==> config.mk <==
export PLATFORM = sky130hd
export DESIGN_NAME = instruction_sequencer_flat
export DESIGN_NICKNAME = d
export VERILOG_FILES = /design/src/rtl/sap_pkg.sv /design/src/rtl/instruction_sequencer_if.sv /design/src/rtl/ring_counter.sv /design/src/rtl/instruction_sequencer.sv /design/src/flat_wrapper.sv
export SDC_FILE = /design/constraint.sdc
export NUM_CORES = 1
export LEC_CHECK = 0
export ABC_AREA = 1
export CORE_AREA = 2 2 39 41
export CTS_CLUSTER_DIAMETER = 200
export DETAILED_ROUTE_END_ITERATION = 10
export DIE_AREA = 0 0 41 43
export PLACE_DENSITY = 0.77
export SLEW_MARGIN = 20
export SYNTH_ARGS = -nofsm -noshare
export SYNTH_HDL_FRONTEND = slang
export SYNTH_SLANG_ARGS = --single-unit
==> constraint.sdc <==
create_clock -name i_clock -period 4.1 [get_ports i_clock]
set_clock_uncertainty 0.2 [all_clocks]
set_input_delay 1.23 -clock i_clock [delete_from_list [all_inputs] [get_ports i_clock]]
set_output_delay 1.23 -clock i_clock [all_outputs]
set_load 0.005 [all_outputs]
==> src/rtl/sap_pkg.sv <==
// Shared opcodes, T-state indices and the control-word layout for the SAP sequencer.
package sap_pkg;

    localparam int unsigned OPCODE_W  = 4;
    localparam int unsigned T_STATE_N = 6;

    localparam logic [OPCODE_W-1:0] OP_LDA = 4'b0000;
    localparam logic [OPCODE_W-1:0] OP_ADD = 4'b0001;
    localparam logic [OPCODE_W-1:0] OP_SUB = 4'b0010;
    localparam logic [OPCODE_W-1:0] OP_OUT = 4'b1110;
    localparam logic [OPCODE_W-1:0] OP_HLT = 4'b1111;

    // Bit positions in the one-hot T-state vector
    localparam int unsigned T1 = 0;
    localparam int unsigned T2 = 1;
    localparam int unsigned T3 = 2;
    localparam int unsigned T4 = 3;
    localparam int unsigned T5 = 4;
    localparam int unsigned T6 = 5;

    typedef struct packed {
        logic pc_increment;
        logic pc_enable_out;
        logic mar_load;
        logic ram_enable_out;
        logic ir_load;
        logic ir_enable_out;
        logic a_load;
        logic a_enable_out;
        logic alu_subtract;
        logic alu_enable_out;
        logic b_load;
        logic out_load;
    } ctrl_word_t;

endpackage

==> src/rtl/instruction_sequencer_if.sv <==
// Opcode in, datapath controls out; master is the sequencer, slave is the datapath.
interface instruction_sequencer_if;
    import sap_pkg::*;

    logic [OPCODE_W-1:0]  i_opcode;
    logic                 o_pc_increment;
    logic                 o_pc_enable_out;
    logic                 o_mar_load;
    logic                 o_ram_enable_out;
    logic                 o_ir_load;
    logic                 o_ir_enable_out;
    logic                 o_a_load;
    logic                 o_a_enable_out;
    logic                 o_alu_subtract;
    logic                 o_alu_enable_out;
    logic                 o_b_load;
    logic                 o_out_load;
    logic                 o_halt;
    logic [T_STATE_N-1:0] o_t_state;

    modport master (
        input  i_opcode,
        output o_pc_increment, o_pc_enable_out, o_mar_load, o_ram_enable_out,
               o_ir_load, o_ir_enable_out, o_a_load, o_a_enable_out,
               o_alu_subtract, o_alu_enable_out, o_b_load, o_out_load,
               o_halt, o_t_state
    );

    modport slave (
        output i_opcode,
        input  o_pc_increment, o_pc_enable_out, o_mar_load, o_ram_enable_out,
               o_ir_load, o_ir_enable_out, o_a_load, o_a_enable_out,
               o_alu_subtract, o_alu_enable_out, o_b_load, o_out_load,
               o_halt, o_t_state
    );

endinterface

==> src/rtl/ring_counter.sv <==
// One-hot rotating T-state counter; resets to bit 0 and freezes while hold is high.
module ring_counter #(
    parameter int unsigned WIDTH = 6
) (
    input  logic             clk,
    input  logic             rst_n,
    input  logic             hold,
    output logic [WIDTH-1:0] state_o
);

    logic [WIDTH-1:0] state_q;
    logic [WIDTH-1:0] state_d;

    // Rotate one position toward the MSB unless held
    always_comb begin
        state_d = state_q;
        if (!hold) begin
            state_d = {state_q[WIDTH-2:0], state_q[WIDTH-1]};
        end
    end

    // State register
    always_ff @(posedge clk or negedge rst_n) begin
        if (!rst_n) begin
            state_q <= WIDTH'(1);
        end else begin
            state_q <= state_d;
        end
    end

    assign state_o = state_q;

endmodule

==> src/rtl/instruction_sequencer.sv <==
// SAP controller-sequencer: T-state ring, halt flag and Moore control decode.
module instruction_sequencer
    import sap_pkg::*;
#(
    parameter int unsigned OPCODE_WIDTH = OPCODE_W,
    parameter int unsigned T_STATES     = T_STATE_N
) (
    input  logic                    i_clock,
    input  logic                    i_reset_n,
    instruction_sequencer_if.master bus
);

    // The decode below is written for exactly six T-states and a 4-bit opcode
    if (T_STATES != 6 || OPCODE_WIDTH != OPCODE_W) begin : g_bad_cfg
        $error("instruction_sequencer: only T_STATES=6 and OPCODE_WIDTH=4 are supported");
    end

    logic [T_STATES-1:0] t_state;
    logic                halt_q;
    logic                halt_d;
    ctrl_word_t          cw;

    ring_counter #(.WIDTH(T_STATES)) u_ring (
        .clk     (i_clock),
        .rst_n   (i_reset_n),
        .hold    (halt_q),
        .state_o (t_state)
    );

    // Halt latches on the edge ending T4 of an HLT; only reset clears it
    always_comb begin
        halt_d = halt_q;
        if (t_state[T4] && bus.i_opcode == OP_HLT) begin
            halt_d = 1'b1;
        end
    end

    // Halt flag register
    always_ff @(posedge i_clock or negedge i_reset_n) begin
        if (!i_reset_n) begin
            halt_q <= 1'b0;
        end else begin
            halt_q <= halt_d;
        end
    end

    // Control decode from T-state, halt and opcode; forced idle in reset or halt
    always_comb begin
        cw = '0;
        if (i_reset_n && !halt_q) begin
            if (t_state[T1]) begin
                cw.pc_enable_out = 1'b1;
                cw.mar_load      = 1'b1;
            end
            if (t_state[T2]) begin
                cw.pc_increment = 1'b1;
            end
            if (t_state[T3]) begin
                cw.ram_enable_out = 1'b1;
                cw.ir_load        = 1'b1;
            end
            if (t_state[T4]) begin
                case (bus.i_opcode)
                    OP_LDA, OP_ADD, OP_SUB: begin
                        cw.ir_enable_out = 1'b1;
                        cw.mar_load      = 1'b1;
                    end
                    OP_OUT: begin
                        cw.a_enable_out = 1'b1;
                        cw.out_load     = 1'b1;
                    end
                    default: ;
                endcase
            end
            if (t_state[T5]) begin
                case (bus.i_opcode)
                    OP_LDA: begin
                        cw.ram_enable_out = 1'b1;
                        cw.a_load         = 1'b1;
                    end
                    OP_ADD, OP_SUB: begin
                        cw.ram_enable_out = 1'b1;
                        cw.b_load         = 1'b1;
                    end
                    default: ;
                endcase
            end
            if (t_state[T6]) begin
                case (bus.i_opcode)
                    OP_ADD: begin
                        cw.alu_enable_out = 1'b1;
                        cw.a_load         = 1'b1;
                    end
                    OP_SUB: begin
                        cw.alu_enable_out = 1'b1;
                        cw.a_load         = 1'b1;
                        cw.alu_subtract   = 1'b1;
                    end
                    default: ;
                endcase
            end
        end
    end

    assign bus.o_pc_increment   = cw.pc_increment;
    assign bus.o_pc_enable_out  = cw.pc_enable_out;
    assign bus.o_mar_load       = cw.mar_load;
    assign bus.o_ram_enable_out = cw.ram_enable_out;
    assign bus.o_ir_load        = cw.ir_load;
    assign bus.o_ir_enable_out  = cw.ir_enable_out;
    assign bus.o_a_load         = cw.a_load;
    assign bus.o_a_enable_out   = cw.a_enable_out;
    assign bus.o_alu_subtract   = cw.alu_subtract;
    assign bus.o_alu_enable_out = cw.alu_enable_out;
    assign bus.o_b_load         = cw.b_load;
    assign bus.o_out_load       = cw.out_load;
    assign bus.o_halt           = halt_q;
    assign bus.o_t_state        = t_state;

endmodule

==> src/flat_wrapper.sv <==
// flat-port wrapper written by rule: the top's interface ports become plain ports
module instruction_sequencer_flat import sap_pkg::*;
#(
    parameter int unsigned OPCODE_WIDTH = OPCODE_W,
    parameter int unsigned T_STATES     = T_STATE_N
)
  (i_clock, i_reset_n, bus_i_opcode, bus_o_pc_increment, bus_o_pc_enable_out, bus_o_mar_load, bus_o_ram_enable_out, bus_o_ir_load, bus_o_ir_enable_out, bus_o_a_load, bus_o_a_enable_out, bus_o_alu_subtract, bus_o_alu_enable_out, bus_o_b_load, bus_o_out_load, bus_o_halt, bus_o_t_state);
  instruction_sequencer_if bus_i ();
  input  logic i_clock;
  input  logic i_reset_n;
  input wire logic [$bits(bus_i.i_opcode)-1:0] bus_i_opcode;
  output wire logic [$bits(bus_i.o_pc_increment)-1:0] bus_o_pc_increment;
  output wire logic [$bits(bus_i.o_pc_enable_out)-1:0] bus_o_pc_enable_out;
  output wire logic [$bits(bus_i.o_mar_load)-1:0] bus_o_mar_load;
  output wire logic [$bits(bus_i.o_ram_enable_out)-1:0] bus_o_ram_enable_out;
  output wire logic [$bits(bus_i.o_ir_load)-1:0] bus_o_ir_load;
  output wire logic [$bits(bus_i.o_ir_enable_out)-1:0] bus_o_ir_enable_out;
  output wire logic [$bits(bus_i.o_a_load)-1:0] bus_o_a_load;
  output wire logic [$bits(bus_i.o_a_enable_out)-1:0] bus_o_a_enable_out;
  output wire logic [$bits(bus_i.o_alu_subtract)-1:0] bus_o_alu_subtract;
  output wire logic [$bits(bus_i.o_alu_enable_out)-1:0] bus_o_alu_enable_out;
  output wire logic [$bits(bus_i.o_b_load)-1:0] bus_o_b_load;
  output wire logic [$bits(bus_i.o_out_load)-1:0] bus_o_out_load;
  output wire logic [$bits(bus_i.o_halt)-1:0] bus_o_halt;
  output wire logic [$bits(bus_i.o_t_state)-1:0] bus_o_t_state;
  assign bus_i.i_opcode = bus_i_opcode;
  assign bus_o_pc_increment = bus_i.o_pc_increment;
  assign bus_o_pc_enable_out = bus_i.o_pc_enable_out;
  assign bus_o_mar_load = bus_i.o_mar_load;
  assign bus_o_ram_enable_out = bus_i.o_ram_enable_out;
  assign bus_o_ir_load = bus_i.o_ir_load;
  assign bus_o_ir_enable_out = bus_i.o_ir_enable_out;
  assign bus_o_a_load = bus_i.o_a_load;
  assign bus_o_a_enable_out = bus_i.o_a_enable_out;
  assign bus_o_alu_subtract = bus_i.o_alu_subtract;
  assign bus_o_alu_enable_out = bus_i.o_alu_enable_out;
  assign bus_o_b_load = bus_i.o_b_load;
  assign bus_o_out_load = bus_i.o_out_load;
  assign bus_o_halt = bus_i.o_halt;
  assign bus_o_t_state = bus_i.o_t_state;
  instruction_sequencer #(.OPCODE_WIDTH(OPCODE_WIDTH), .T_STATES(T_STATES)) u_core (.i_clock(i_clock), .i_reset_n(i_reset_n), .bus(bus_i));
endmodule
# ---- Word-level counts from Yosys, hierarchy flattened
# Index checks and enable logic that the tools add are counted.
dict set report totals {
  input_bits 6
  register_bits 7
}
dict set report classes {
  n_eq_ne 4
  muxes 20
  n_reduce_logical 6
}
# operator count
set ops {}
lappend ops {{two-way mux 1 bit} 16}
lappend ops {{two-way mux 12 bit} 1}
lappend ops {{equality test 4 bit (second input constant)} 2}
lappend ops {{two-way mux 2 bit} 3}
lappend ops {{equality test 4 x 1 -> 1 bit (second input constant)} 1}
lappend ops {{equality test 4 x 2 -> 1 bit (second input constant)} 1}
lappend ops {{zero test 4 bit} 1}
lappend ops {{OR reduction 3 bit} 1}
lappend ops {{logical AND 1 bit} 2}
lappend ops {{OR reduction 2 bit} 1}
lappend ops {{zero test 1 bit} 1}

# ---- Longest topological paths before layout
dict set report logic_depth {
  depth_word 6
  ltp_mapped 5
  ltp_nobuf 5
}

# ---- Modules after synthesis
# Synthesis repeated with hierarchy kept, for this count alone.
dict set report hier_totals {
  hier_cells 63
  area_unflattened_um2 432.9
}
# module seq_area_each_um2 n_inst area_per_inst_um2 cells_per_inst
set modules_own_cells {}
lappend modules_own_cells {ring_counter 151.4 1 222.7 25}
lappend modules_own_cells {instruction_sequencer 25.0 1 210.2 38}

# ---- Least setup slack after synthesis
# No wires, ideal clock.
dict set report synth_path {
  kind {in2out}
  start {input port bus_i_opcode[1]}
  end {output port bus_o_out_load}
  cell_stages 4
  setup_slack_ns 0.987
  path_buffers 1
  t_required_ns 2.670
  arrival_time_ns 1.683
  cell_sequence {inv_1 -> nor2_1 -> nor3b_2 -> buf_4}
}
dict set report synth_between {
  elab_chain_cells 4
}
# element line_no
set synth_lines {}
lappend synth_lines {{start, declared} flat_wrapper.sv:11} ;# input wire logic [$bits(bus_i.i_opcode)-1:0] bus_i_opcode;
lappend synth_lines {{equality test 4 bit} instruction_sequencer.sv:63} ;# case (bus.i_opcode)
lappend synth_lines {{two-way mux 1 bit} instruction_sequencer.sv:63}
lappend synth_lines {{two-way mux 1 bit} instruction_sequencer.sv:62} ;# if (t_state[T4]) begin
lappend synth_lines {{two-way mux 12 bit} instruction_sequencer.sv:50} ;# if (i_reset_n && !halt_q) begin
lappend synth_lines {{end, declared} flat_wrapper.sv:23} ;# output wire logic [$bits(bus_i.o_out_load)-1:0] bus_o_out_load;
# No other way between the ends.

# ---- Final worst setup path
dict set report layout_path {
  start {input port bus_i_opcode[1]}
  end {output port bus_o_alu_subtract}
}
dict set report layout_between {
  elab_chain_cells 4
}
# element line_no
set layout_lines {}
lappend layout_lines {{equality test 4 x 2 -> 1 bit} instruction_sequencer.sv:89} ;# case (bus.i_opcode)
lappend layout_lines {{two-way mux 1 bit} instruction_sequencer.sv:89}
lappend layout_lines {{two-way mux 2 bit} instruction_sequencer.sv:88} ;# if (t_state[T6]) begin
lappend layout_lines {{two-way mux 12 bit} instruction_sequencer.sv:50}
lappend layout_lines {{end, declared} flat_wrapper.sv:20} ;# output wire logic [$bits(bus_i.o_alu_subtract)-1:0] bus_o_alu_subtract;
# No other way between the ends.

==> impl_metrics.yaml <==
status:
  outcome: "finished clean"
floorplanning:
  dieHeight_um: 43
  die-area_um2: 1760
  die_w_um: 41
  rows: 14
  num_io_pins: 25
  core-area_um2: 1380
  start_util_pct: 30.7
worst_setup_path:
  worst_ep_arrival_time_ps: 2610
  r2r-end: "u_core.u_ring.state_o[4]"
  path_class: "in -> out"
  cp-startpoint: "bus_i_opcode[1]"
  cp-start-kind: "primary input"
  r2r-start: "u_core.bus.o_halt"
  cp_max_fo: 4
  rr_worst_depth: 3
  crit_end: "bus_o_alu_subtract"
  r2r_setup_slack_ps: 2940
  worstPathRequired_ps: 2670
  worst_setup_path_end_kind: "primary output"
sta:
  relSlewSlack_pct: 74.8
  whs_ps: 297
  tightestPinTransition_ps: 377
  setup_tns_ps: 0
  period_needed_ps: 4040
  finalCritPeriodShare_pct: 98.6
  hold_viol_final: 0
  rsz0062_at_grt: "true"
  setup_ws_ps: 55.7
  setup_viol: 0
  clock.fmax_mhz: 247
  drv_slew: 0
cells_and_area:
  syn_to_final_growth_pct: 73.5
  layout.nets: 93
  final_core_util_pct: 53.2
  final_area_um2: 736
  fin_cells: 102
  multi_input_area_um2: 200
  drive_above_1_share_pct: 18.6
  n_antenna_cell: 0
  regArea_um2: 176
  fillers: 138
yosys:
  synth_area_per_cell_um2: 7.44
  synth_area_leaders: "dfrtp_1 35%, nand2_1 8.8%, o21ai_0 8.3%"
  syn-num-nets: 63
  synth_cell_type_count: 18
  synth_top_area_share_pct: 35.4
  ys_seq_elements: 7
  synth-main-ff-cell: "dfrtp_1"
  synthCells: 57
  synth_warnings: 0
  ys_seq_area_share_pct: 41.6
  synth-edff-count: 0
  async_flop_share_pct: 100
  yosys.area.top_type: "dfrtp_1"
  synthesis.area_um2: 424
power_and_ir_drop:
  p_leak_nw: 0.354
  p_total_uw: 147
  vdd_drop_max_mv: 0.174
  power.density_nw_per_um2: 199
placed_design:
  placedCellCount: 97
  placed_area_um2: 687
  gp_congestion: 0.720
  io_buffers: 24
  hpwl_um: 904
  place_ws_ps: -58.0
clocking:
  clock-sinks: 7
  root_buffer: "clkbuf_4"
  clk_pin_slew_ps: 60
  cts_max_level: 1
  hold_buffers: 0
  cts_buffers: 3
  cts_tree: "done"
  clock_latency_ps: 250
  clockBufferDepth: 2
global_routing:
  grt.total_usage_pct: 14.6
  grt_max_degree: 14
  grt_antenna_before_repair: 0
  grt_pass1_wl_mm: 1.78
  overflow: 0
  grt_pass1_vias: 422
detailed_routing:
  drc_errors: 0
  vias: 490
  ant_nets: 0
  drt-initial-drc-count: 6
  vias_per_cell: 4.80
  routed_wl_mm: 1.21
  wl_per_cell_um: 11.9
  firstDrtPassIters: 4
hold_path:
  hp-start: "u_core.u_ring.state_o[0]"
  hold_path_depth: 2
  hp-class: "reg -> reg"
run:
  maxCapViolations: 0
==> cell type report <==
type	count	area share, %
flip-flops and latches	7	24.0
clock inverters	1	0.680
well taps	16	2.72
repair buffers	27	37.2
multi-input cells	38	27.2
clock buffers	3	3.06
inverters	10	5.10
==> critical path, cell delays in order <==
cell,delay [ps]
clkdlybuf4s50_1,510
inv_1,50
nor2_1,120
nand3_1,90
nor2_1,110
clkdlybuf4s50_1,510
==> cell usage in the layout, fill, tap and decap left out, drive strengths merged <==
master,count
buf,3
clkbuf,3
clkdlybuf4s50,18
clkinv,1
dfrtp,6
dfstp,1
dlygate4sd2,1
dlymetal6s2s,5
inv,10
nand2,11
nand3,5
nand4,1
nor2,10
nor3,1
nor3b,1
o21ai,7
o22ai,2
==> cell families after synthesis <==
group                  synth area share (%)
AND/OR/NAND/NOR                        35.4
buffers and inverters                  11.8
AO/OA/AOI/OAI                          11.2
flip-flops                             41.6
==> Yosys cell counts (2+ instances only) <==
cell / instances
nand3_2: 2
nor2_1: 8
o21ai_0: 7
dfrtp_1: 6
o22ai_1: 2
nand3_1: 3
inv_1: 9
nand2_1: 10
==> where the power goes <==
group / switching (mW) / total [mW] / internal, mW / leakage (nW)
combinational: 0.00729 / 0.0141 / 0.00677 / 0.247
sequential: 0 / 0.0691 / 0.0691 / 0.0889
clock: 0.0277 / 0.0634 / 0.0357 / 0.0177
==> worst min-delay path by stage <==
stage,slack (ps),endpoint
2_1_floorplan,280,u_core.u_ring.state_o[0]
3_3_place_gp,280,u_core.u_ring.state_o[0]
3_5_place_dp,290,u_core.u_ring.state_o[0]
4_1_cts,300,u_core.u_ring.state_o[0]
5_1_grt,310,u_core.u_ring.state_o[0]
6_report,300,u_core.u_ring.state_o[0]
==> metal layers <==
metal | part of all wire (%) | track usage (%) | routed length (um) | vias to the layer above
met5 | 0 | 0 | 0 | -
met4 | 2.5 | 6.00 | 30 | 0
met3 | 5.7 | 3.14 | 69 | 4
met2 | 50 | 22.2 | 599 | 15
met1 | 42 | 19.3 | 510 | 232
li1 | - | - | - | 239
==> registers in the layout, indices dropped and copies added, names as in the netlist <==
name / count
u_core.u_ring.state_o: 6
u_core.bus.o_halt: 1
==> what timing repair did <==
item,4_1_cts,5_1_grt
cloned,0,0
pin swaps,0,1
hold endpoints to repair,0,0
resized for setup,2,5
setup endpoints to repair,8,6
buffers inserted,0,1
Note: power is estimated with default switching activity, not from simulation.
